[config.mk]
export PLATFORM = sky130hd
export DESIGN_NAME = uart_tx_queue
export DESIGN_NICKNAME = d
export VERILOG_FILES = /design/src/rtl/uart_tx_queue_pkg.sv /design/src/rtl/uart_tx_queue_mem.sv /design/src/rtl/uart_tx_queue.sv
export SDC_FILE = /design/constraint.sdc
export NUM_CORES = 1
export LEC_CHECK = 0
export BUFFER_PORTS_ARGS = -buffer_cell sky130_fd_sc_hd__buf_2
export CAP_MARGIN = 20
export CELL_PAD_IN_SITES_DETAIL_PLACEMENT = 1
export CELL_PAD_IN_SITES_GLOBAL_PLACEMENT = 2
export CORE_ASPECT_RATIO = 0.8
export CORE_MARGIN = 2
export CORE_UTILIZATION = 34
export DETAILED_ROUTE_END_ITERATION = 6
export GPL_ROUTABILITY_DRIVEN = 0
export PLACE_DENSITY_LB_ADDON = 0.12
export SYNTH_ARGS = -nofsm -noshare
export SYNTH_HDL_FRONTEND = slang
export SYNTH_SLANG_ARGS = --single-unit
[constraint.sdc]
create_clock -name clk -period 4.03 [get_ports clk]
set_input_delay 0.403 -clock clk [delete_from_list [all_inputs] [get_ports clk]]
set_output_delay 0.403 -clock clk [all_outputs]
set_load 0.03 [all_outputs]
[src/rtl/uart_tx_queue_pkg.sv]
// ---------------------------------------------------------------------------
// uart_tx_queue_pkg
// Shared definitions for the buffered UART transmit front-end: the default
// word width and the encoding of the transmit handshake state machine.
// ---------------------------------------------------------------------------
package uart_tx_queue_pkg;

    localparam int DEF_DATA_W = 8;

    // Transmit handshake states
    typedef enum logic [1:0] {
        ST_IDLE      = 2'd0,   // waiting for queued data and an idle transmitter
        ST_START     = 2'd1,   // tx_start pulse is on the wire this cycle
        ST_WAIT_BUSY = 2'd2,   // waiting (bounded) for the transmitter to take the word
        ST_WAIT_DONE = 2'd3    // transmitter is shifting; wait for it to finish
    } tx_state_e;

endpackage

[src/rtl/uart_tx_queue_mem.sv]
// ---------------------------------------------------------------------------
// uart_tx_queue_mem
// Storage array for the transmit queue: DEPTH x DATA_W registers with one
// synchronous write port and one asynchronous read port.
// Ports:
//   clk    in   clock
//   we     in   write enable (word stored on the rising edge)
//   waddr  in   write address
//   wdata  in   word to store
//   raddr  in   read address
//   rdata  out  word at raddr (combinational)
// ---------------------------------------------------------------------------
module uart_tx_queue_mem
    import uart_tx_queue_pkg::*;
#(
    parameter int DATA_W = DEF_DATA_W,
    parameter int ADDR_W = 4
) (
    input  logic              clk,
    input  logic              we,
    input  logic [ADDR_W-1:0] waddr,
    input  logic [DATA_W-1:0] wdata,
    input  logic [ADDR_W-1:0] raddr,
    output logic [DATA_W-1:0] rdata
);

    logic [DATA_W-1:0] mem_r [0:(1 << ADDR_W)-1];

    // Write port; contents are only ever read after being written, so no reset
    always_ff @(posedge clk) begin
        if (we) begin
            mem_r[waddr] <= wdata;
        end
    end

    assign rdata = mem_r[raddr];

endmodule

[src/rtl/uart_tx_queue.sv]
// ---------------------------------------------------------------------------
// uart_tx_queue
// Buffered front-end for the UART transmitter. Words from a producer are
// absorbed into a circular FIFO; one word at a time is handed to the
// transmitter with a tx_start pulse, then the block waits for tx_busy to rise
// and fall (or for a bounded timeout) before handing over the next word.
// Ports:
//   clk          in   system clock
//   rst          in   asynchronous active-high reset
//   wr_valid     in   producer offers wr_data
//   wr_data      in   word to enqueue
//   wr_ready     out  queue not full
//   full         out  level == DEPTH
//   almost_full  out  level >= AF_LEVEL
//   level        out  words stored (0..DEPTH)
//   overflow     out  sticky: write attempted while full
//   flush        in   discard queued words and clear overflow
//   tx_busy      in   transmitter is shifting a word
//   tx_start     out  one-cycle pulse, tx_data valid
//   tx_data      out  registered word for the transmitter
// ---------------------------------------------------------------------------
module uart_tx_queue
    import uart_tx_queue_pkg::*;
#(
    parameter int DATA_W    = DEF_DATA_W,
    parameter int ADDR_W    = 4,
    parameter int AF_LEVEL  = 12,
    parameter int BUSY_WAIT = 4
) (
    input  logic              clk,
    input  logic              rst,
    input  logic              wr_valid,
    input  logic [DATA_W-1:0] wr_data,
    output logic              wr_ready,
    output logic              full,
    output logic              almost_full,
    output logic [ADDR_W:0]   level,
    output logic              overflow,
    input  logic              flush,
    input  logic              tx_busy,
    output logic              tx_start,
    output logic [DATA_W-1:0] tx_data
);

    localparam int                LVL_W    = ADDR_W + 1;
    localparam logic [LVL_W-1:0]  LVL_ZERO = LVL_W'(0);
    localparam logic [LVL_W-1:0]  LVL_ONE  = LVL_W'(1);
    localparam logic [LVL_W-1:0]  AF_L     = LVL_W'(AF_LEVEL);
    localparam int                TMR_W    = $clog2(BUSY_WAIT) + 1;
    localparam logic [TMR_W-1:0]  TMR_ZERO = TMR_W'(0);
    localparam logic [TMR_W-1:0]  TMR_ONE  = TMR_W'(1);
    localparam logic [TMR_W-1:0]  TMR_LAST = TMR_W'(BUSY_WAIT - 1);

    // Pointers carry one extra wrap bit so full and empty are distinguishable
    logic [LVL_W-1:0]  wr_ptr_r, rd_ptr_r, level_r;
    logic [LVL_W-1:0]  wr_ptr_nxt_s, rd_ptr_nxt_s, level_nxt_s;
    logic              full_r, af_r, wr_ready_r, overflow_r;
    logic              full_nxt_s, wr_acc_s, pop_s;
    logic              tx_start_r;
    logic [DATA_W-1:0] tx_data_r, rd_data_s;
    logic [TMR_W-1:0]  timer_r, timer_nxt_s;
    tx_state_e         state_r, state_nxt_s;

    uart_tx_queue_mem #(
        .DATA_W (DATA_W),
        .ADDR_W (ADDR_W)
    ) u_mem (
        .clk   (clk),
        .we    (wr_acc_s),
        .waddr (wr_ptr_r[ADDR_W-1:0]),
        .wdata (wr_data),
        .raddr (rd_ptr_r[ADDR_W-1:0]),
        .rdata (rd_data_s)
    );

    // Queue bookkeeping: accepted write, pointer advance and next level.
    // A write is refused on a full cycle even if a pop frees a slot, and
    // flush discards both the stored words and any write on the same cycle.
    always_comb begin
        wr_acc_s     = wr_valid & ~full_r & ~flush;
        wr_ptr_nxt_s = wr_ptr_r;
        rd_ptr_nxt_s = rd_ptr_r;
        level_nxt_s  = level_r;
        if (flush) begin
            rd_ptr_nxt_s = wr_ptr_r;
            level_nxt_s  = LVL_ZERO;
        end else begin
            if (wr_acc_s) begin
                wr_ptr_nxt_s = wr_ptr_r + LVL_ONE;
            end else begin
                wr_ptr_nxt_s = wr_ptr_r;
            end
            if (pop_s) begin
                rd_ptr_nxt_s = rd_ptr_r + LVL_ONE;
            end else begin
                rd_ptr_nxt_s = rd_ptr_r;
            end
            case ({wr_acc_s, pop_s})
                2'b10:   level_nxt_s = level_r + LVL_ONE;
                2'b01:   level_nxt_s = level_r - LVL_ONE;
                default: level_nxt_s = level_r;
            endcase
        end
        full_nxt_s = (wr_ptr_nxt_s[ADDR_W] != rd_ptr_nxt_s[ADDR_W]) &&
                     (wr_ptr_nxt_s[ADDR_W-1:0] == rd_ptr_nxt_s[ADDR_W-1:0]);
    end

    // Pointers, level and producer-facing flags, all registered
    always_ff @(posedge clk or posedge rst) begin
        if (rst) begin
            wr_ptr_r   <= LVL_ZERO;
            rd_ptr_r   <= LVL_ZERO;
            level_r    <= LVL_ZERO;
            full_r     <= 1'b0;
            af_r       <= 1'b0;
            wr_ready_r <= 1'b1;
            overflow_r <= 1'b0;
        end else begin
            wr_ptr_r   <= wr_ptr_nxt_s;
            rd_ptr_r   <= rd_ptr_nxt_s;
            level_r    <= level_nxt_s;
            full_r     <= full_nxt_s;
            af_r       <= (level_nxt_s >= AF_L);
            wr_ready_r <= ~full_nxt_s;
            if (flush) begin
                overflow_r <= 1'b0;
            end else if (wr_valid & full_r) begin
                overflow_r <= 1'b1;
            end else begin
                overflow_r <= overflow_r;
            end
        end
    end

    // Handshake next-state: pop only from IDLE with data, an idle transmitter
    // and no flush, so a stale tx_busy can never trigger a second send
    always_comb begin
        state_nxt_s = state_r;
        timer_nxt_s = timer_r;
        pop_s       = 1'b0;
        case (state_r)
            ST_IDLE: begin
                if ((level_r != LVL_ZERO) && !tx_busy && !flush) begin
                    pop_s       = 1'b1;
                    state_nxt_s = ST_START;
                end else begin
                    state_nxt_s = ST_IDLE;
                end
            end
            ST_START: begin
                timer_nxt_s = TMR_ZERO;
                state_nxt_s = ST_WAIT_BUSY;
            end
            ST_WAIT_BUSY: begin
                if (tx_busy) begin
                    state_nxt_s = ST_WAIT_DONE;
                end else begin
                    timer_nxt_s = timer_r + TMR_ONE;
                    // Transmitter never acknowledged: treat the word as sent
                    if (timer_r == TMR_LAST) begin
                        state_nxt_s = ST_IDLE;
                    end else begin
                        state_nxt_s = ST_WAIT_BUSY;
                    end
                end
            end
            ST_WAIT_DONE: begin
                if (!tx_busy) begin
                    state_nxt_s = ST_IDLE;
                end else begin
                    state_nxt_s = ST_WAIT_DONE;
                end
            end
            default: begin
                state_nxt_s = ST_IDLE;
            end
        endcase
    end

    // Handshake state, timeout timer and registered transmitter outputs
    always_ff @(posedge clk or posedge rst) begin
        if (rst) begin
            state_r    <= ST_IDLE;
            timer_r    <= TMR_ZERO;
            tx_start_r <= 1'b0;
            tx_data_r  <= {DATA_W{1'b0}};
        end else begin
            state_r    <= state_nxt_s;
            timer_r    <= timer_nxt_s;
            tx_start_r <= pop_s;
            if (pop_s) begin
                tx_data_r <= rd_data_s;
            end else begin
                tx_data_r <= tx_data_r;
            end
        end
    end

    assign wr_ready    = wr_ready_r;
    assign full        = full_r;
    assign almost_full = af_r;
    assign level       = level_r;
    assign overflow    = overflow_r;
    assign tx_start    = tx_start_r;
    assign tx_data     = tx_data_r;

endmodule
==> key figures <==
Status
  – Status: completed

Yosys
  – Syn nets: 399
  – FFs w/ async S/R, synth: 20.5%
  – Post-synth EDFFs: 128
  – Library cells used by synthesis: 45
  – Syn Std Cell Area: 0.00674 mm2
  – Sequential element share of the synthesized area: 69.3%
  – Synth Flop Type: edfxtp_1
  – FF+latch count, synth: 161
  – Yosys warns: 0
  – Mean Syn Cell Area: 17.9 um2
  – Cells after Synth: 376

Routing
  – DR vias: 3,398
  – DRT Pass-1 Iters: 5
  – Antenna Nets Post-Route: 0
  – DRC Markers: 0
  – Avg Vias per Cell: 4.90
  – Drt first-iter violations: 230
  – Final Routed Wirelength: 14,900 um
  – DR WL/cell: 21.4 um

Clocking
  – H-tree depth: 4
  – Post-CTS Resized: 0
  – CTS clk-pin slew, worst paths: 0.07 ns
  – CTS hold repair buffers: 0
  – Clk root buf: clkbuf_16
  – Post-CTS Setup Inserts: 0
  – Clk_lat worst skew: 0.43 ns
  – CTS sink count: 161
  – TritonCTS buffer count: 17
  – Max Root-Sink Buffers: 2
  – CTS tree: built

Worst setup path
  – R2R Setup Slk: 0.53 ns
  – Critical path, cell by cell: or4_4, o21ai_2, nor2_1, buf_6, ha_1, xor2_1, ha_1, a21oi_1, xor2_1, nor2_1, xnor2_1, or2_2, o22ai_1
  – Startpoint Class: register
  – R2R depth: 13
  – Worst path required time: 4.37 ns
  – R2r startpoint: level[1]
  – R2r endpoint: almost_full
  – Crit path capture type: register
  – CP max stage cell: or4_4
  – WS Path Type: register to register
  – Worst path max stage delay: 0.61 ns
  – Critical Path AT: 3.84 ns
  – Worst-path fanout max: 10

Floorplanning
  – Core area: 0.0196 mm2
  – Die width: 161 um
  – Die area: 0.0210 mm2
  – # rows: 46
  – I/O Pins: 31
  – Die height: 130 um
  – Initial core utilization: 34.3%

Place
  – IO Port Bufs: 30
  – Cells after DPL: 662
  – DPL Wire Length: 9750 um

Global route
  – Tot GR Track Use: 15.5%
  – Initial antenna violation count: 0
  – Largest net degree at the start of global routing: 36
  – GRT overflow: 0
  – Global-route wire length before repair: 23,100 um
  – Vias in the first global route: 3,642

Pwr
  – Sw Pwr: 1.61 mW
  – Total power: 5.07 mW
  – Int Power: 3.46 mW
  – Clock share of power: 30.7%
  – Net Sw Frac: 31.8%
  – Pleak: 2.77 nW
  – Comb power frac: 25.6%
  – Seq pwr share: 43.7%
  – Power per cell area: 651 mW/mm2
  – Peak VDD IR: 0.267 mV

Finish
  – FF+latch area: 0.00467 mm2
  – Most common cell after layout, fill and taps aside: edfxtp_1
  – Fin nets: 440
  – Layout Cells excl Fill: 694
  – Commonest cells after routing, fill and taps aside: 128 x edfxtp_1, 40 x mux4_2, 31 x dfrtp_1
  – Share of layout cells above drive strength 1: 30.7%
  – Multi-input logic area: 0.00193 mm2
  – # diodes: 0
  – Fillers: 1,929
  – Area Overhead vs Synth: 15.5%

STA
  – Final Hold Fails: 0
  – Slew @ Worst Pin: 1.02 ns
  – Relative slew slack: 31.5%
  – Final slew viol count: 0
  – Min Tclk post-route: 3.50 ns
  – Fmax: 286 MHz
  – Setup TNS: 0 ns
  – Skew final: 0.00660 ns
  – RSZ-0062 raised after global routing: false
  – Setup violators final: 0
  – Fin crit share: 86.9%

Flow run
  – Number of max-cap violations: 0

Min path
  – Hold Path Class: input port to async pin
==> per-stage QoR <==
step	hold WS, ns	utilization [%]	setup WS (ns)	instance area (um2)
floorplan	0.490	-	0.663	6740
global placement	0.472	36.7	0.128	7210
detailed placement	0.496	36.8	0.529	7220
CTS	0.0910	39.6	0.497	7780
global route	0.106	39.6	0.253	7780
finish	0.0804	39.6	0.529	7780
==> worst max-delay path: cells and delay by family (launching register included) <==
| family | cells | cell delay, ns |
|---|---|---|
| xor gates and xnor gates | 3 | 0.48 |
| adders and majority gates | 2 | 0.57 |
| buffers and inverters | 1 | 0.19 |
| AOI/OAI and AO/OA | 3 | 0.55 |
| DFF | 1 | 0.47 |
| and+or+nand+nor | 4 | 1.15 |
==> metal layers <==
layer / up-vias / routed length, um / track usage (%)
met5: - / 0 / 0
met4: 0 / 182 / 5.04
met3: 13 / 580 / 3.75
met2: 53 / 6390 / 22.1
met1: 1783 / 7730 / 23.3
li1: 1549 / - / -
==> kinds of logic after synthesis <==
group           Yosys count  synth area share (%)
buf+inv                  30                  1.99
mux                      52                  15.3
flops                   161                  69.3
fa+ha+maj                10                  1.86
compound gates           34                  3.64
xor+xnor                 18                  2.45
simple gates             71                  5.42
==> sequential cells by signal (all words and copies together), names as in the netlist <==
register     flops
tx_start         1
full             1
wr_ptr_r         5
level            5
timer_r          3
u_mem.mem_r    128
almost_full      1
wr_ready         1
rd_ptr_r         5
tx_data          8
state_r          2
overflow         1
==> worst max-delay path by stage <==
stage / depth (start not counted) / slack, ns / startpoint / endpoint
floorplan: 14 / 0.66 / level[2] / almost_full
global placement: 13 / 0.13 / tx_busy / almost_full
detailed placement: 14 / 0.53 / tx_busy / almost_full
CTS: 13 / 0.50 / level[2] / almost_full
global route: 13 / 0.25 / level[1] / almost_full
finish: 13 / 0.53 / level[1] / almost_full
==> synth_stat cells, drive strengths merged (6+ instances only) <==
| cell | count | share of area [%] |
|---|---|---|
| dfrtp | 32 | 12 |
| edfxtp | 128 | 57 |
| inv | 11 | 0.61 |
| o21ai | 7 | 0.58 |
| xnor2 | 9 | 1.2 |
| ha | 10 | 1.9 |
| clkbuf | 11 | 0.61 |
| xor2 | 9 | 1.3 |
| mux4 | 40 | 13 |
| nor3 | 6 | 0.61 |
| a21oi | 7 | 0.52 |
| mux2 | 8 | 1.3 |
| buf | 7 | 0.71 |
| nand2 | 16 | 0.89 |
| nor2 | 30 | 1.7 |
==> cell type report <==
type / count / area share, %
multi-input cells: 185 / 24.8
well taps: 264 / 4.25
repair buffers: 40 / 3.10
flip-flops and latches: 161 / 60.1
clock buffers: 18 / 5.52
clock inverters: 14 / 1.66
inverters: 12 / 0.579
==> power groups by stage <==
| stage | logic [mW] | registers (mW) | clock network, mW |
|---|---|---|---|
| 2_1_floorplan | 0.958 | 2.20 | 0 |
| 3_3_place_gp | 1.31 | 2.25 | 0 |
| 3_5_place_dp | 1.32 | 2.26 | 0 |
| 4_1_cts | 1.32 | 2.23 | 1.59 |
| 5_1_grt | 1.43 | 2.26 | 1.66 |
| 6_report | 1.30 | 2.21 | 1.55 |
(Power assumes the default switching activity.)
